File: src/rtl/reg_file_pkg.sv
// Shared register-file constants and types, also used by the ALU and control unit.
package reg_file_pkg;

    localparam int DATA_W = 8;
    localparam int ADDR_W = 3;
    localparam int NREGS  = 2 ** ADDR_W;

    typedef logic [ADDR_W-1:0] reg_idx_t;
    typedef logic [DATA_W-1:0] word_t;

endpackage

File: src/rtl/reg_read_port.sv
// One combinational read port: NREGS:1 mux over the storage array.
// Build option REGFILE_BYPASS_EN adds same-cycle write-to-read forwarding.
module reg_read_port
    import reg_file_pkg::*;
(
    input  word_t    regs [NREGS],
    input  reg_idx_t addr,
`ifdef REGFILE_BYPASS_EN
    input  logic     wr_en,
    input  reg_idx_t wr_addr,
    input  word_t    wr_data,
`endif
    output word_t    data
);

    always_comb begin
        data = regs[addr];
`ifdef REGFILE_BYPASS_EN
        // Forward the pending write so the reader sees the new value before the edge.
        if (wr_en && (wr_addr == addr)) begin
            data = wr_data;
        end
`endif
    end

endmodule

File: src/rtl/reg_file.sv
// 8 x 8-bit register file: two async read ports, one sync write port, sync reset.
// Build option REGFILE_BYPASS_EN enables write-to-read forwarding on both ports.
module reg_file
    import reg_file_pkg::*;
(
    input  logic     CLK,
    input  logic     RESET,
    input  word_t    IN,
    input  reg_idx_t INADDRESS,
    input  logic     WRITE,
    input  reg_idx_t OUT1ADDRESS,
    input  reg_idx_t OUT2ADDRESS,
    output word_t    OUT1,
    output word_t    OUT2
);

    word_t regs [NREGS];

    // Reset takes priority, so a write coincident with reset is dropped.
    always_ff @(posedge CLK) begin
        if (RESET) begin
            for (int i = 0; i < NREGS; i++) begin
                regs[i] <= '0;
            end
        end else if (WRITE) begin
            regs[INADDRESS] <= IN;
        end
    end

`ifdef REGFILE_BYPASS_EN
    logic wr_live;
    assign wr_live = WRITE && !RESET;
`endif

    reg_read_port u_port1 (
        .regs    (regs),
        .addr    (OUT1ADDRESS),
`ifdef REGFILE_BYPASS_EN
        .wr_en   (wr_live),
        .wr_addr (INADDRESS),
        .wr_data (IN),
`endif
        .data    (OUT1)
    );

    reg_read_port u_port2 (
        .regs    (regs),
        .addr    (OUT2ADDRESS),
`ifdef REGFILE_BYPASS_EN
        .wr_en   (wr_live),
        .wr_addr (INADDRESS),
        .wr_data (IN),
`endif
        .data    (OUT2)
    );

endmodule
File: config.mk
export PLATFORM = sky130hd
export DESIGN_NAME = reg_file
export DESIGN_NICKNAME = d
export VERILOG_FILES = /design/src/rtl/reg_file_pkg.sv /design/src/rtl/reg_read_port.sv /design/src/rtl/reg_file.sv
export SDC_FILE = /design/constraint.sdc
export NUM_CORES = 1
export LEC_CHECK = 0
export ABC_CLOCK_PERIOD_IN_PS = 3950
export CORE_MARGIN = 4
export CORE_UTILIZATION = 24
export CTS_CLUSTER_SIZE = 40
export DETAILED_ROUTE_END_ITERATION = 16
export HOLD_SLACK_MARGIN = 0.08
export SETUP_SLACK_MARGIN = 0.05
export SLEW_MARGIN = 5
export SYNTH_ARGS = -nofsm -noshare
export SYNTH_HDL_FRONTEND = slang
export SYNTH_SLANG_ARGS = --single-unit
File: constraint.sdc
create_clock -name CLK -period 3.95 [get_ports CLK]
set_input_delay 0.79 -clock CLK [delete_from_list [all_inputs] [get_ports CLK]]
set_output_delay 0.79 -clock CLK [all_outputs]
set_load 0.03 [all_outputs]
==> metrics.md, run 1 <==
| Metric | Value |
|---|---|
| Area grow syn2layout | `21.4%` |
| Ports | `36` |
| IO Port Bufs | `35` |
| Overall power | `1.62 mW` |
| Antenna violations before repair | `0` |
| Pwr dens | `382 nW/um^2` |
| Detailed Route Iter0 Violations | `149` |
| Final GP Congestion | `0.827` |
| Cell area after synthesis | `3490 um^2` |
| Fin crit share | `0.964` |
| Fill count | `1,447` |
| Setup ws final | `0.144 ns` |
| N_diodes | `0` |
| CTS Sinks | `64` |
| Largest net degree at the start of global routing | `65` |
| Pleak | `1.63 nW` |
| Starting density of the core | `0.249` |
| Gr ovfl total | `0` |
| Max FFs per register | `64` |
| Status | `finished clean` |
| CTS Buf Count | `9` |
| CORE AREA | `14,000 um^2` |
| Layout cell share with drive strength beyond 1 | `0.154` |
| Antenna Nets Post-Route | `0` |
| Die area | `16,500 um^2` |
| Final setup viols | `0` |
| Worst Path Class, Setup | `in -> out` |
| Number of library cell types mapped by synthesis | `20` |
| Vias | `2,590` |
| Die height | `129 um` |
| Die Wd | `129 um` |
| Syn Inst Count | `330` |
| Max-cap violations | `0` |
| Top reg by flops | `regs` |
| Clock buffer depth | `2` |
| Post_cts resized | `0` |
| Drt drc | `0` |
| Fin util | `0.302` |
| Drt pass-1 iters | `4` |
| RSZ-0062 raised after global routing | `no` |
| Slew headroom | `0.200` |
| Cell Count Post-Placement | `520` |
| CTS Root Cell | `clkbuf_16` |
| Hold WC Path Type | `reg -> reg` |
| Worst reg2reg setup slack | `3.24 ns` |
| Final Max Slew Viols | `0` |
| CP Capture Type | `output port` |
| Routed len/inst | `18.3 um` |
| Nets@finish | `371` |
| Mapped Avg Cell Area | `10.6 um^2` |
| Maximum fanout along the worst path | `7` |
| VDD IR max | `181 uV` |
| Pre-CTS setup slack | `0.0728 ns` |
| Final non-filler cell total | `536` |
| Setup TNS Final | `0 ns` |
| Biggest regs | `regs (64)` |
| Final WL | `9790 um` |
| Min Tclk post-route | `3.81 ns` |
| Final HPWL DP | `6630 um` |
| Hold-fix buffers, CTS | `0` |
| Vias per Instance | `4.83` |
| Clock Latency Late Sink | `0.32 ns` |
| Register area share after synthesis | `0.367` |
| Fmax | `263 MHz` |
| Crit path arrival time | `3.02 ns` |
| CTS tree | `done` |
| First-pass GRT wire length | `14,900 um` |
| Critical Path Start Type | `input pin` |
| Total global-route track usage | `0.121` |
| Row cnt | `43` |
| Tightest Pin Transition | `1.20 ns` |
| Skew final | `0 ns` |
| #FFs+latches synth | `64` |
| Post CTS Setup Buffer Count | `0` |
| Yosys warns | `0` |
| Syn nets | `350` |
| Fin. Hold Viols | `0` |
| H-tree Lvls | `3` |
| Number of global-route vias before repair | `2,628` |
| Worst Path Required | `3.16 ns` |
| Clock transition at path regs | `0.05 ns` |
==> area by class of cell <==
type                            count  area [um^2]  share of cell area
Timing Repair Buffer               47          435               0.103
Sequential cell                    64         1280               0.302
Clock inverter                      5         56.3              0.0133
Multi-Input combinational cell    229         2000               0.471
Clock buffer                       11          243              0.0573
Tap cell                          180          225              0.0531
==> logic make-up after synthesis <==
kind of cell | count (synthesis) | share of synthesized area
AND/OR/NAND/NOR | 117 | 0.148
multiplexers | 72 | 0.361
flip-flops | 64 | 0.367
AO/OA/AOI/OAI | 40 | 0.0574
buffers and inverters | 37 | 0.0660
==> synthesized netlist by cell type, drive strengths merged <==
master | number | area share
dfxtp | 64 | 0.37
a21oi | 40 | 0.057
and4 | 1 | 0.0025
nor2 | 24 | 0.026
nand4b | 3 | 0.0075
mux2i | 24 | 0.069
and4b | 3 | 0.0086
mux4 | 32 | 0.24
nor4b | 1 | 0.0043
buf | 18 | 0.046
nand4 | 1 | 0.0018
clkbuf | 19 | 0.020
or4b | 1 | 0.0029
nand2 | 80 | 0.086
mux2 | 16 | 0.052
nor4bb | 3 | 0.0086
==> path summary, 6_finish.rpt <==
path,end,cells past startpoint,start
max,OUT1[3],4,OUT1ADDRESS[0]
min,regs[22],2,regs[22]
max reg2reg,regs[4],2,regs[4]
min reg2reg,regs[22],2,regs[22]
==> report_power, final <==
part	total [mW]	leakage (nW)	internal [mW]	switching, mW
registers	0.670	0.518	0.660	0.0100
clock network	0.785	0.145	0.504	0.281
logic	0.163	0.968	0.0742	0.0891
==> per-stage QoR <==
step / area (um^2) / hold slack, ns
after floorplan: 3490 / 0.440
after global placement: 3930 / 0.448
after detailed placement: 3930 / 0.460
after CTS: 4230 / 0.467
after global routing: 4240 / 0.490
final: 4240 / 0.466
==> cell usage in the layout, fill, tap and decap left out, drive strengths merged <==
| cell type | count |
|---|---|
| clkbuf | 11 |
| buf | 20 |
| nor4bb | 3 |
| and4b | 3 |
| nor4b | 1 |
| nand2 | 80 |
| and4 | 1 |
| clkinv | 3 |
| or4b | 1 |
| nand4b | 3 |
| nor2 | 24 |
| dlymetal6s2s | 2 |
| mux4 | 32 |
| mux2 | 16 |
| mux2i | 24 |
| bufinv | 1 |
| a21oi | 40 |
| dfxtp | 64 |
| clkdlybuf4s50 | 25 |
| clkinvlp | 1 |
| nand4 | 1 |
==> metal layers <==
metal	track usage	part of all wire	vias up
met1	0.174	0.45	1245
met4	0.0278	0.0030	0
li1	-	-	1241
met2	0.177	0.43	102
met5	0	0	-
met3	0.0407	0.11	2
==> worst max-delay path: stages <==
cell,delay (ns)
clkdlybuf4s50_1,0.73
mux4_1,0.60
mux2_2,0.29
clkdlybuf4s50_1,0.59
(Power assumes the default switching activity.)
==> inputs of run 2 (changes only) <==
Settings changed: ABC_CLOCK_PERIOD_IN_PS 3950 to 4600.
Clock period 3.95 ns to 4.6 ns, I/O delays scaled along.
==> metrics.md, run 2 (synthesized netlist as in run 1, its figures left out) <==
| Metric | Value |
|---|---|
| Worst Path Buf+Inv | `3 (was 2)` |
| Most frequent cells in the layout | `nand2_1 (80), dfxtp_1 (64), a21oi_1 (40) (unchanged)` |
| Largest net degree at the start of global routing | `65 (unchanged)` |
| Die height | `129 um (unchanged)` |
| Final GP Congestion | `0.772 (was 0.827)` |
| IO Port Bufs | `35 (unchanged)` |
| Setup TNS Final | `0 ns (unchanged)` |
| CP cell instances | `clkdlybuf4s50_1, buf_4, mux4_1, mux2_2, clkdlybuf4s50_1 (was clkdlybuf4s50_1, mux4_1, mux2_2, clkdlybuf4s50_1)` |
| Top reg by flops | `regs (unchanged)` |
| Switching share of power | `0.223 (was 0.235)` |
| Clock buffer depth | `2 (unchanged)` |
| First-pass GRT wire length | `14,300 um (was 14,900 um)` |
| Area grow syn2layout | `21.9% (was 21.4%)` |
| Status | `finished clean (unchanged)` |
| Fin util | `0.303 (was 0.302)` |
| Drt drc | `0 (unchanged)` |
| Clock power share | `0.530 (was 0.485)` |
| Die area | `16,500 um^2 (unchanged)` |
| Cell-internal power | `1.17 mW (was 1.24 mW)` |
| Vias per Instance | `4.91 (was 4.83)` |
| WP depth | `5 (was 4)` |
| Tightest Pin Transition | `1.19 ns (was 1.20 ns)` |
| CORE AREA | `14,000 um^2 (unchanged)` |
| Drt pass-1 iters | `4 (unchanged)` |
| Post CTS Setup Buffer Count | `0 (unchanged)` |
| Comb pwr share | `0.090 (was 0.101)` |
| Critical R2R Capture | `regs[42] (was regs[4])` |
| Layout cell share with drive strength beyond 1 | `0.125 (was 0.154)` |
| Clock Latency Late Sink | `0.32 ns (about the same)` |
| CP Capture Type | `output port (unchanged)` |
| Worst Path Required | `3.68 ns (was 3.16 ns)` |
| Skew final | `0 ns (unchanged)` |
| CTS Root Cell | `clkbuf_16 (unchanged)` |
| Gr ovfl total | `0 (unchanged)` |
| Biggest regs | `regs (64) (unchanged)` |
| Final HPWL DP | `6140 um (was 6630 um)` |
| CTS Buf Count | `9 (unchanged)` |
| Number of global-route vias before repair | `2,580 (was 2,628)` |
| Overall power | `1.51 mW (was 1.62 mW)` |
| Ports | `36 (unchanged)` |
| Final WL | `9290 um (was 9790 um)` |
| Critical Path Start Type | `input pin (unchanged)` |
| Antenna violations before repair | `0 (unchanged)` |
| Register-to-Register Path Depth | `2 (unchanged)` |
| Hold EP | `regs[39] (was regs[22])` |
| Total global-route track usage | `0.114 (was 0.121)` |
| Max FFs per register | `64 (unchanged)` |
| Most common cell on crit path | `clkdlybuf4s50_1 (unchanged)` |
| Worst Path Class, Setup | `in -> out (unchanged)` |
| Commonest non-fill, non-tap cell in the layout | `nand2_1 (unchanged)` |
| Max-cap violations | `0 (unchanged)` |
| Final non-filler cell total | `531 (was 536)` |
| Final setup viols | `0 (unchanged)` |
| Slew headroom | `0.205 (was 0.200)` |
| Final Max Slew Viols | `0 (unchanged)` |
| Worst reg2reg setup slack | `3.92 ns (was 3.24 ns)` |
| N_diodes | `0 (unchanged)` |
| Detailed Route Iter0 Violations | `217 (was 149)` |
| Slowest stage delay, CP | `0.63 ns (was 0.73 ns)` |
| Antenna Nets Post-Route | `0 (unchanged)` |
| Nets@finish | `366 (was 371)` |
| Pleak | `1.59 nW (was 1.63 nW)` |
| Slowest CP cell | `mux4_1 (was clkdlybuf4s50_1)` |
| CTS Sinks | `64 (unchanged)` |
| Switch Pwr | `0.336 mW (was 0.380 mW)` |
| Starting density of the core | `0.249 (unchanged)` |
| Crit path arrival time | `3.18 ns (was 3.02 ns)` |
| Post_cts resized | `0 (unchanged)` |
| Maximum fanout along the worst path | `16 (was 7)` |
| Crit-path leading delay family | `buffers and inverters (unchanged)` |
| Hold WC Path Type | `reg -> reg (unchanged)` |
| Worst hold start | `regs[39] (was regs[22])` |
| Fin crit share | `0.890` |
| Vias | `2,608 (was 2,590)` |
| CTS tree | `done (unchanged)` |
| Hold-fix buffers, CTS | `0 (unchanged)` |
| Die Wd | `129 um (unchanged)` |
| Sequential share of power | `0.381 (was 0.414)` |
| Min Tclk post-route | `4.10 ns` |
| H-tree Lvls | `3 (unchanged)` |
| Pwr dens | `355 nW/um^2 (was 382 nW/um^2)` |
| Fmax | `244 MHz` |
| RSZ-0062 raised after global routing | `no (unchanged)` |
| Row cnt | `43 (unchanged)` |
| VDD IR max | `179 uV (was 181 uV)` |
| Clock transition at path regs | `0.06 ns (was 0.05 ns)` |
| Hold Crit Depth | `2 (unchanged)` |
| Cell Count Post-Placement | `515 (was 520)` |
| Reg-to-reg startpoint | `regs[42] (was regs[4])` |
| Fin. Hold Viols | `0 (unchanged)` |
| Routed len/inst | `17.5 um (was 18.3 um)` |
-- run 2: power by group through the flow --
| stage | combinational [mW] | sequential, mW | clock [mW] |
|---|---|---|---|
| floorplan | 0.0976 | 0.583 | 0 |
| global placement | 0.133 | 0.585 | 0 |
| detailed placement | 0.135 | 0.587 | 0 |
| CTS | 0.136 | 0.575 | 0.816 |
| global route | 0.145 | 0.576 | 0.838 |
| finish | 0.136 | 0.575 | 0.800 |
-- run 2: worst reg2reg max path, stage by stage, from the launching register on --
cell     delay (ns)
dfxtp_1        0.32
mux2i_1        0.14
nor2_1         0.06
-- run 2: stage by stage --
step	cell area [um^2]	hold WS (ns)	setup slack, ns
after global placement	3900	0.446	0.486
after floorplan	3490	0.440	1.65
final	4260	0.461	0.504
after CTS	4260	0.463	0.486
after global routing	4260	0.486	0.439
after detailed placement	3900	0.456	0.492
-- run 2: worst max-delay path by stage --
stage                   start  endpoint
2_1_floorplan  OUT1ADDRESS[0]   OUT1[5]
5_1_grt        OUT2ADDRESS[2]   OUT2[7]
3_5_place_dp   OUT1ADDRESS[2]   OUT1[7]
4_1_cts        OUT1ADDRESS[2]   OUT1[7]
3_3_place_gp   OUT2ADDRESS[2]   OUT2[7]
6_report       OUT1ADDRESS[0]   OUT1[2]
-- run 2: final cells by class --
type,count,area [um^2]
clock inverter,6,115
clock buffer,10,239
fill,1427,9790
timing repair buffer,42,398
multi-input combinational,229,2000
sequential,64,1280
tap,180,225
-- run 2: metal layers --
| layer | vias to the layer above | GRT usage | routed length, um |
|---|---|---|---|
| li1 | 1238 | - | - |
| met1 | 1270 | 0.162 | 4400 |
| met2 | 90 | 0.169 | 4060 |
| met3 | 10 | 0.0320 | 753 |
| met4 | 0 | 0.0296 | 77 |
| met5 | - | 0 | 0 |
==> inputs of run 3 (changes only) <==
Settings changed: SKIP_CTS_REPAIR_TIMING set to 1.
==> results of run 3 <==
Final layout, timing and power as in run 2 (identical DEF).
